**src/rtl/cpr_sequencer_if.sv**
```systemverilog
// rtl/cpr_sequencer_if.sv - start pad in, indicator pads and status out of the CPR sequencer
interface cpr_sequencer_if;
  logic       start;
  logic       compress_out;
  logic       breath_out;
  logic       pulse_out;
  logic       sync;
  logic       busy;
  logic [7:0] cycle_count;

  modport master (
    input  start,
    output compress_out, breath_out, pulse_out, sync, busy, cycle_count
  );

  modport slave (
    output start,
    input  compress_out, breath_out, pulse_out, sync, busy, cycle_count
  );
endinterface

```
**src/rtl/cpr_sequencer.sv**
```systemverilog
// rtl/cpr_sequencer.sv - CPR timing engine: compressions then breaths per cycle, metronome and sync strobes
module cpr_sequencer #(
  parameter int PRESCALE      = 4,
  parameter int COMP_PERIOD   = 5,
  parameter int COMP_ON       = 2,
  parameter int BREATH_PERIOD = 8,
  parameter int BREATH_ON     = 4,
  parameter int N_COMP        = 3,
  parameter int N_BREATH      = 2,
  parameter int N_CYCLES      = 2
) (
  input  logic            clk,
  input  logic            resetb,
  cpr_sequencer_if.master bus
);

  localparam int PMAX  = (COMP_PERIOD > BREATH_PERIOD) ? COMP_PERIOD : BREATH_PERIOD;
  localparam int NMAX  = (N_COMP > N_BREATH) ? N_COMP : N_BREATH;
  localparam int NCMAX = (N_CYCLES > 1) ? N_CYCLES : 1;
  localparam int TW    = $clog2(PRESCALE + 1);
  localparam int PW    = $clog2(PMAX + 1);
  localparam int IW    = $clog2(NMAX + 1);
  localparam int CW    = $clog2(NCMAX + 1);

  localparam logic [TW-1:0] T_LAST   = TW'(PRESCALE - 1);
  localparam logic [PW-1:0] C_LAST   = PW'(COMP_PERIOD - 1);
  localparam logic [PW-1:0] B_LAST   = PW'(BREATH_PERIOD - 1);
  localparam logic [PW-1:0] C_ON     = PW'(COMP_ON);
  localparam logic [PW-1:0] B_ON     = PW'(BREATH_ON);
  localparam logic [IW-1:0] NC_LAST  = IW'(N_COMP - 1);
  localparam logic [IW-1:0] NB_LAST  = IW'(N_BREATH - 1);
  localparam logic [CW-1:0] CYC_LAST = CW'(NCMAX - 1);

  typedef enum logic [1:0] {IDLE, COMPRESS, BREATH} state_t;

  state_t        state;
  logic          s1, s2, s2_d, warm1, warm2;
  logic [TW-1:0] tcnt;
  logic [PW-1:0] ph_tick;
  logic [IW-1:0] idx;
  logic [CW-1:0] cyc;
  logic          compress_r, breath_r, pulse_r, sync_r, busy_r;
  logic [7:0]    cycle_cnt_r;

  logic start_rise, start_lvl, tick;
  assign start_rise = s2 & ~s2_d;
  assign start_lvl  = s2;
  assign tick       = (tcnt == T_LAST);

  always_ff @(posedge clk or negedge resetb) begin
    if (!resetb) begin
      state       <= IDLE;
      s1          <= 1'b0;
      s2          <= 1'b0;
      s2_d        <= 1'b0;
      warm1       <= 1'b0;
      warm2       <= 1'b0;
      tcnt        <= '0;
      ph_tick     <= '0;
      idx         <= '0;
      cyc         <= '0;
      compress_r  <= 1'b0;
      breath_r    <= 1'b0;
      pulse_r     <= 1'b0;
      sync_r      <= 1'b0;
      busy_r      <= 1'b0;
      cycle_cnt_r <= 8'd0;
    end else begin
      s1    <= bus.start;
      s2    <= s1;
      warm1 <= 1'b1;
      warm2 <= warm1;
      // Until the synchroniser has flushed its reset zeros, s2_d follows s2's next value,
      // so a start already high at reset release is not mistaken for a rising edge.
      s2_d    <= warm2 ? s2 : s1;
      pulse_r <= 1'b0;
      sync_r  <= 1'b0;
      if (state != IDLE) tcnt <= tick ? '0 : tcnt + 1'b1;

      case (state)
        IDLE: begin
          if (start_rise) begin
            state       <= COMPRESS;
            tcnt        <= '0;
            ph_tick     <= '0;
            idx         <= '0;
            cyc         <= '0;
            cycle_cnt_r <= 8'd0;
            compress_r  <= 1'b1;
            pulse_r     <= 1'b1;
            sync_r      <= 1'b1;
            busy_r      <= 1'b1;
          end
        end
        COMPRESS: begin
          if (tick) begin
            if (ph_tick == C_LAST) begin
              ph_tick <= '0;
              if (idx == NC_LAST) begin
                state      <= BREATH;
                idx        <= '0;
                compress_r <= 1'b0;
                breath_r   <= 1'b1;
              end else begin
                idx        <= idx + 1'b1;
                pulse_r    <= 1'b1;
                compress_r <= 1'b1;
              end
            end else begin
              ph_tick    <= ph_tick + 1'b1;
              compress_r <= (ph_tick + 1'b1) < C_ON;
            end
          end
        end
        BREATH: begin
          if (tick) begin
            if (ph_tick == B_LAST) begin
              ph_tick <= '0;
              if (idx == NB_LAST) begin
                idx         <= '0;
                cycle_cnt_r <= cycle_cnt_r + 8'd1;
                cyc         <= cyc + 1'b1;
                if (N_CYCLES != 0 && cyc == CYC_LAST) begin
                  state    <= IDLE;
                  breath_r <= 1'b0;
                  busy_r   <= 1'b0;
                end else begin
                  state      <= COMPRESS;
                  breath_r   <= 1'b0;
                  compress_r <= 1'b1;
                  pulse_r    <= 1'b1;
                  sync_r     <= 1'b1;
                end
              end else begin
                idx      <= idx + 1'b1;
                breath_r <= 1'b1;
              end
            end else begin
              ph_tick  <= ph_tick + 1'b1;
              breath_r <= (ph_tick + 1'b1) < B_ON;
            end
          end
        end
        default: state <= IDLE;
      endcase

      // Abort overrides everything above except the cycle count bump on the same edge.
      if (state != IDLE && !start_lvl) begin
        state      <= IDLE;
        compress_r <= 1'b0;
        breath_r   <= 1'b0;
        pulse_r    <= 1'b0;
        sync_r     <= 1'b0;
        busy_r     <= 1'b0;
      end
    end
  end

  assign bus.compress_out = compress_r;
  assign bus.breath_out   = breath_r;
  assign bus.pulse_out    = pulse_r;
  assign bus.sync         = sync_r;
  assign bus.busy         = busy_r;
  assign bus.cycle_count  = cycle_cnt_r;

endmodule

```
**src/flat_wrapper.sv**
```systemverilog
// flat-port wrapper written by rule: the top's interface ports become plain ports
module cpr_sequencer_flat 
#(
  parameter int PRESCALE      = 4,
  parameter int COMP_PERIOD   = 5,
  parameter int COMP_ON       = 2,
  parameter int BREATH_PERIOD = 8,
  parameter int BREATH_ON     = 4,
  parameter int N_COMP        = 3,
  parameter int N_BREATH      = 2,
  parameter int N_CYCLES      = 2
)
  (clk, resetb, bus_start, bus_compress_out, bus_breath_out, bus_pulse_out, bus_sync, bus_busy, bus_cycle_count);
  cpr_sequencer_if bus_i ();
  input  logic clk;
  input  logic resetb;
  input wire logic [$bits(bus_i.start)-1:0] bus_start;
  output wire logic [$bits(bus_i.compress_out)-1:0] bus_compress_out;
  output wire logic [$bits(bus_i.breath_out)-1:0] bus_breath_out;
  output wire logic [$bits(bus_i.pulse_out)-1:0] bus_pulse_out;
  output wire logic [$bits(bus_i.sync)-1:0] bus_sync;
  output wire logic [$bits(bus_i.busy)-1:0] bus_busy;
  output wire logic [$bits(bus_i.cycle_count)-1:0] bus_cycle_count;
  assign bus_i.start = bus_start;
  assign bus_compress_out = bus_i.compress_out;
  assign bus_breath_out = bus_i.breath_out;
  assign bus_pulse_out = bus_i.pulse_out;
  assign bus_sync = bus_i.sync;
  assign bus_busy = bus_i.busy;
  assign bus_cycle_count = bus_i.cycle_count;
  cpr_sequencer #(.PRESCALE(PRESCALE), .COMP_PERIOD(COMP_PERIOD), .COMP_ON(COMP_ON), .BREATH_PERIOD(BREATH_PERIOD), .BREATH_ON(BREATH_ON), .N_COMP(N_COMP), .N_BREATH(N_BREATH), .N_CYCLES(N_CYCLES)) u_core (.clk(clk), .resetb(resetb), .bus(bus_i));
endmodule
```
**config.mk**
```make
export PLATFORM = sky130hd
export DESIGN_NAME = cpr_sequencer_flat
export DESIGN_NICKNAME = d
export VERILOG_FILES = /design/src/rtl/cpr_sequencer_if.sv /design/src/rtl/cpr_sequencer.sv /design/src/flat_wrapper.sv
export SDC_FILE = /design/constraint.sdc
export NUM_CORES = 1
export LEC_CHECK = 0
export ABC_CLOCK_PERIOD_IN_PS = 2200
export BUFFER_PORTS_ARGS = -buffer_cell sky130_fd_sc_hd__buf_2
export CORE_MARGIN = 2
export CORE_UTILIZATION = 40
export DETAILED_ROUTE_END_ITERATION = 8
export PLACE_DENSITY = 0.69
export SYNTH_ARGS = -nofsm -noshare
export SYNTH_HDL_FRONTEND = slang
export SYNTH_SLANG_ARGS = --single-unit
```
**constraint.sdc**
```tcl
create_clock -name clk -period 2.2 [get_ports clk]
set_clock_uncertainty 0.2 [all_clocks]
set_input_delay 0.44 -clock clk [delete_from_list [all_inputs] [get_ports clk]]
set_output_delay 0.44 -clock clk [all_outputs]
set_load 0.05 [all_outputs]
```
* Word-level counts from Yosys, hierarchy flattened *
Cells that the tools add are included.

word-level totals
  register bits = 31
  input port bits = 3
  output and inout port bits = 13
  word-level logic and storage cells = 137

cells by class
  $add $sub $neg = 5
  $lt $le $gt $ge = 2
  equality and inequality tests = 23
  mux-type cells = 73
  bitwise operators = 2
  reductions and logical operators = 16

operators by type and width
  cell                                                         count
  two-way mux 2 bit                                            18
  two-way mux 1 bit                                            32
  two-way mux 8 bit                                            4
  inequality test 3 x 1 -> 1 bit (second input constant)       8
  two-way mux 4 bit                                            5
  case mux 8 bit (2 select lines)                              1
  AND reduction 7 bit                                          2
  two-way mux 3 bit                                            4
  inequality test 2 x 1 -> 1 bit (second input constant)       6
  case mux 2 bit (3 select lines)                              2
  case mux 4 bit (3 select lines)                              1
  AND reduction 6 bit                                          2
  AND reduction 5 bit                                          2
  nonzero test 3 bit                                           3
  adder 8 x 1 -> 8 bit (second input constant)                 1
  == test 4 x 3 -> 1 bit (second input constant)               2
  == test 2 x 1 -> 1 bit (second input constant)               3
  case mux 1 bit (2 select lines)                              3
  case mux 1 bit (3 select lines)                              2
  adder 2 x 1 -> 2 bit (second input constant)                 2
  adder 4 x 1 -> 4 bit (second input constant)                 1
  == test 2 bit (second input constant)                        2
  less-than comparator 4 x 2 -> 1 bit (second input constant)  1
  less-than comparator 4 x 3 -> 1 bit (second input constant)  1
  12 further kinds                                             13

* Longest topological paths before layout *
  word-level depth = 7
  mapped depth = 7
  depth with buffers taken out = 6

* Worst setup path after synthesis *
No wires, ideal clock.

  path kind = register to register
  from = reg u_core.state[0]
  to = reg u_core.busy_r (netlist: u_core.bus.busy)
  setup time = 0.125 ns
  data arrival time = 1.750 ns
  required time = 1.875 ns
  slack = 0.125 ns
  stages on the path, launching flop included = 7
  buffers on the path = 1
  clock period less this slack = 2.075 ns
  cell sequence = dfrtp_1 > inv_1 > ha_1 > clkbuf_1 > nor2_1 > a311oi_1 > mux2_2

on the way
  word-level cells in the longest chain between the ends = 4
  elaborated cells on any way between the ends = 13
  those cells by class = 6 x eq/ne; 2 x mux; 5 x reduce/logical

ends and longest elaborated chain
  what                                                                                   line                  text
  start: declaration                                                                     cpr_sequencer.sv:36   state_t state;
  start signal: assignment                                                               cpr_sequencer.sv:52   state <= IDLE;
  start signal: assignment                                                               cpr_sequencer.sv:83   state <= COMPRESS;
  start signal: assignment                                                               cpr_sequencer.sv:100  state <= BREATH;
  nonzero test 2 bit                                                                     cpr_sequencer.sv:148  if (state != IDLE && !start_lvl) begin
  logical AND 1 bit                                                                      cpr_sequencer.sv:148
  inequality test 3 x 1 -> 1 bit (no source line) or nonzero test 3 bit (tied branches)  n/a
  AND reduction 6 bit (no source line)                                                   n/a
  end signal: assignment                                                                 cpr_sequencer.sv:92   busy_r <= 1'b1;
  end signal: assignment                                                                 cpr_sequencer.sv:126  busy_r <= 1'b0;
  end signal: assignment                                                                 cpr_sequencer.sv:154  busy_r <= 1'b0;
  end: declaration                                                                       cpr_sequencer.sv:42   logic compress_r, breath_r, pulse_r, sync_r, busy_r;

Parallel ways exist; a longest one is shown, timed or not.
A chain may end at the register's enable or synchronous reset.

* Worst setup path in the final report *
  from = reg u_core.tcnt[0]
  to = reg u_core.busy_r (netlist: u_core.bus.busy)

on the way
  word-level cells in the longest chain between the ends = 3

ends and longest elaborated chain
  what                                             line                  text
  start: declaration                               cpr_sequencer.sv:38   logic [TW-1:0] tcnt;
  start signal: assignment                         cpr_sequencer.sv:78   if (state != IDLE) tcnt <= tick ? '0 : tcnt + 1'b1;
  == test 3 x 2 -> 1 bit                           cpr_sequencer.sv:48   assign tick = (tcnt == T_LAST);
  inequality test 3 x 1 -> 1 bit (no source line)  n/a
  AND reduction 6 bit (no source line)             n/a
  end signal: assignment                           cpr_sequencer.sv:66   busy_r <= 1'b0;
  end signal: assignment                           cpr_sequencer.sv:92
  end signal: assignment                           cpr_sequencer.sv:126

Every way passes these cells.

==> reports/metrics.cfg <==
[run_status]
status = complete, no violations

[logic_synthesis]
synth_top_family_by_area = compound AO/OA/AOI/OAI gates
synthArstFlopShare_pct = 100
synth.top_cell.area_share_pct = 40.5
synth_common_cells = dfrtp_1, nand2_1, nand3_1
syn_inst = 200
syn-cell-area_sq_um = 1920
synth_cell_types = 50
synthMuxAreaShare_pct = 5.48
ys_seq_area_share_pct = 40.5
yosysTopAreaCell = dfrtp_1
synth_edf_count = 0
synth_warnings = 0
synthXorXnorAreaFrac_pct = 0
synthAdderAreaFrac_pct = 5.87
yosys.area_share.simple_pct = 21.7
syn_nets = 212
avgSynthCellArea_sq_um = 9.58
ys_ff_latch = 31
synth_compound_area_share_pct = 22.6
synth_area_leaders = dfrtp_1, ha_1, nand3_1, a21oi_1, mux2i_1
synthFlopType = dfrtp_1
yosys.cell_count.top_type = dfrtp_1

[cells_and_area]
fillCellCount = 433
area_growth_pct = 18.1
nets = 240
antenna_cells = 0
drive_gt1_share_pct = 24.0
stdcell_area_sq_um = 2260

[die]
die_w_microns = 73.2
initial_core_util_pct = 41.1
die_h_microns = 73.2
num_io_pins = 16
coreArea_sq_um = 4660
num_rows = 25
die_area_sq_um = 5360

[pwr]
irDropWorstVdd_v = 0.000500
finalPower_mw = 2.39
powerDensity_nw_per_um2 = 1060
p_leak_nw = 0.986

[grt]
grt_pass1_wl_mm = 7.92
grtUsageTotal_pct = 19.6
grt_pass1_vias = 1627
antenna_found_initial = 0
grt_max_degree = 32
grt-ovfl-total = 0

[worst_setup_path]
startpoint = u_core.tcnt[0]$_DFF_PN0_
reg2reg_slack_ns = 0.11
critPathMaxStageDelay_ns = 0.39
crit_family = simple AND/OR/NAND/NOR gates
end_kind = flip-flop
r2r-start = u_core.tcnt[0]$_DFF_PN0_
r2r_end = u_core.bus.busy$_DFFE_PN0P_
critPathKind = reg2reg
start_kind = flip-flop
worst-path-max-fanout = 6
cp_cell_sequence = ha_1 -> nand2b_1 -> nor3_2 -> a311oi_1 -> mux2_2
rr_worst_depth = 5
worstPathRequired_ns = 2.18
cp.arrival_ns = 2.07
cp_num_buf_inv = 0
cp_slowest_cell = dfrtp_1

[timing]
finalCriticalPeriod_ns = 2.09
final.setup.tns_ns = 0
worst_pin_slew_ns = 0.724
min_period_over_period_pct = 95.0
drv_slew = 0
fmax_ghz = 0.479
hold_viol_final = 0
fin_ws_ns = 0.111
fin_hold_ws_ns = 0.000161
grt_setup_unrepaired = no
slew_headroom_pct = 51.7
finalSetupViolations = 0

[cts]
clock-root-buffer = clkbuf_8
cts_sinks = 31
clk_latency_ns = 0.30
cts.htree.levels = 2
clk_pin_slew_ns = 0.07
cts_made_buffers = 5
cts_tree = yes
post_cts_buffers = 0
cts_buffer_depth = 2

[routing]
remaining_drc_errors = 0
drt_iter0_drc = 138
drtPass1Iterations = 4
ant_nets = 0
drt_wl_total_mm = 4.63
routed_via_density = 5.95
wl_per_cell_microns = 16.4
vias = 1685

[placed_design]
place_ws_ns = 0.0542
gp_congestion = 0.837
place_area_sq_um = 2140
io_buffer_count = 15
place.detailed.hpwl_mm = 3.29

[worst_hold_path]
hp-class = in2async

[job]
drv_cap = 0

==> stage by stage <==
step           std cells  utilization (%)
2_1_floorplan        200                -
3_3_place_gp         275             45.9
3_5_place_dp         275             45.9
4_1_cts              283             48.4
5_1_grt              283             48.6
6_report             283             48.6
==> layout make-up <==
type | instances | area [sq um] | share of cell area, %
Sequential cell | 31 | 776 | 34.3
Multi-Input combinational cell | 151 | 1080 | 47.7
Clock inverter | 2 | 35.0 | 1.55
Inverter | 12 | 45.0 | 1.99
Clock buffer | 6 | 82.6 | 3.65
Tap cell | 54 | 67.6 | 2.98
Timing Repair Buffer | 27 | 178 | 7.85
==> per-layer routing <==
metal	GRT usage (%)	up-vias	routed length, microns
li1	-	809	-
met3	4.56	10	248
met5	0	-	0
met1	26.6	809	2200
met4	8.23	0	96
met2	29.9	57	2080
==> where the power goes <==
part / internal (mW) / switching, mW
logic: 0.436 / 0.634
clock network: 0.366 / 0.227
registers: 0.659 / 0.0714
==> worst register-to-register path, cell delays in order (launching register included) <==
cell and delay (ns):
dfrtp_1 0.39, ha_1 0.25, nand2b_1 0.27, nor3_2 0.13, a311oi_1 0.36, mux2_2 0.37
==> worst max path at each step <==
stage | cells past startpoint | to | slack (ns)
2_1_floorplan | 6 | u_core.bus.busy$_DFFE_PN0P_ | 0.12
5_1_grt | 5 | u_core.bus.pulse_out$_DFF_PN0_ | 0.002
4_1_cts | 6 | u_core.idx[0]$_DFFE_PN0P_ | 0.02
3_3_place_gp | 6 | u_core.idx[0]$_DFFE_PN0P_ | 0.13
3_5_place_dp | 6 | u_core.idx[0]$_DFFE_PN0P_ | 0.05
6_report | 5 | u_core.bus.busy$_DFFE_PN0P_ | 0.11
==> cells in the final DEF (no fill, tap or decap), types with 2 or more instances in the layout <==
master	Yosys	routed
dfrtp_1	31	31
nand2_1	16	16
buf_2	2	15
nand3_1	13	13
inv_1	12	12
a21oi_1	12	12
buf_4	0	11
o21ai_0	10	10
ha_1	9	9
nor2_1	8	8
mux2i_1	6	6
clkbuf_8	0	6
nand2b_1	5	5
or2_2	5	5
o31ai_1	5	5
or4_1	5	5
mux2_2	4	4
a22o_1	4	4
nor2b_1	3	3
o211ai_1	3	3
nor3_1	3	3
nand3b_1	2	2
and2b_1	2	2
a311oi_1	2	2
o21a_1	2	2
o22ai_1	2	2
a31oi_1	2	2
o221a_2	2	2
o2111ai_1	2	2
a211o_1	2	2
==> sequential cells by signal, summed over array words and instances, names as in the netlist, 2 cells and up <==
signal,flops
u_core.bus.cycle_count,8
u_core.ph_tick,4
u_core.tcnt,3
u_core.cyc,2
u_core.idx,2
u_core.state,2
==> what timing repair did <==
action                     4_1_cts  5_1_grt
resized for setup                0        2
hold buffers                     0        0
setup endpoints to repair        0        1
==> kinds of logic after synthesis <==
logic type / after synthesis
other cells: 1
compound gates: 58
mux: 10
flops: 31
simple gates: 73
fa+ha+maj: 9
buf+inv: 18
No activity file was read; power rests on OpenSTA's default activity.
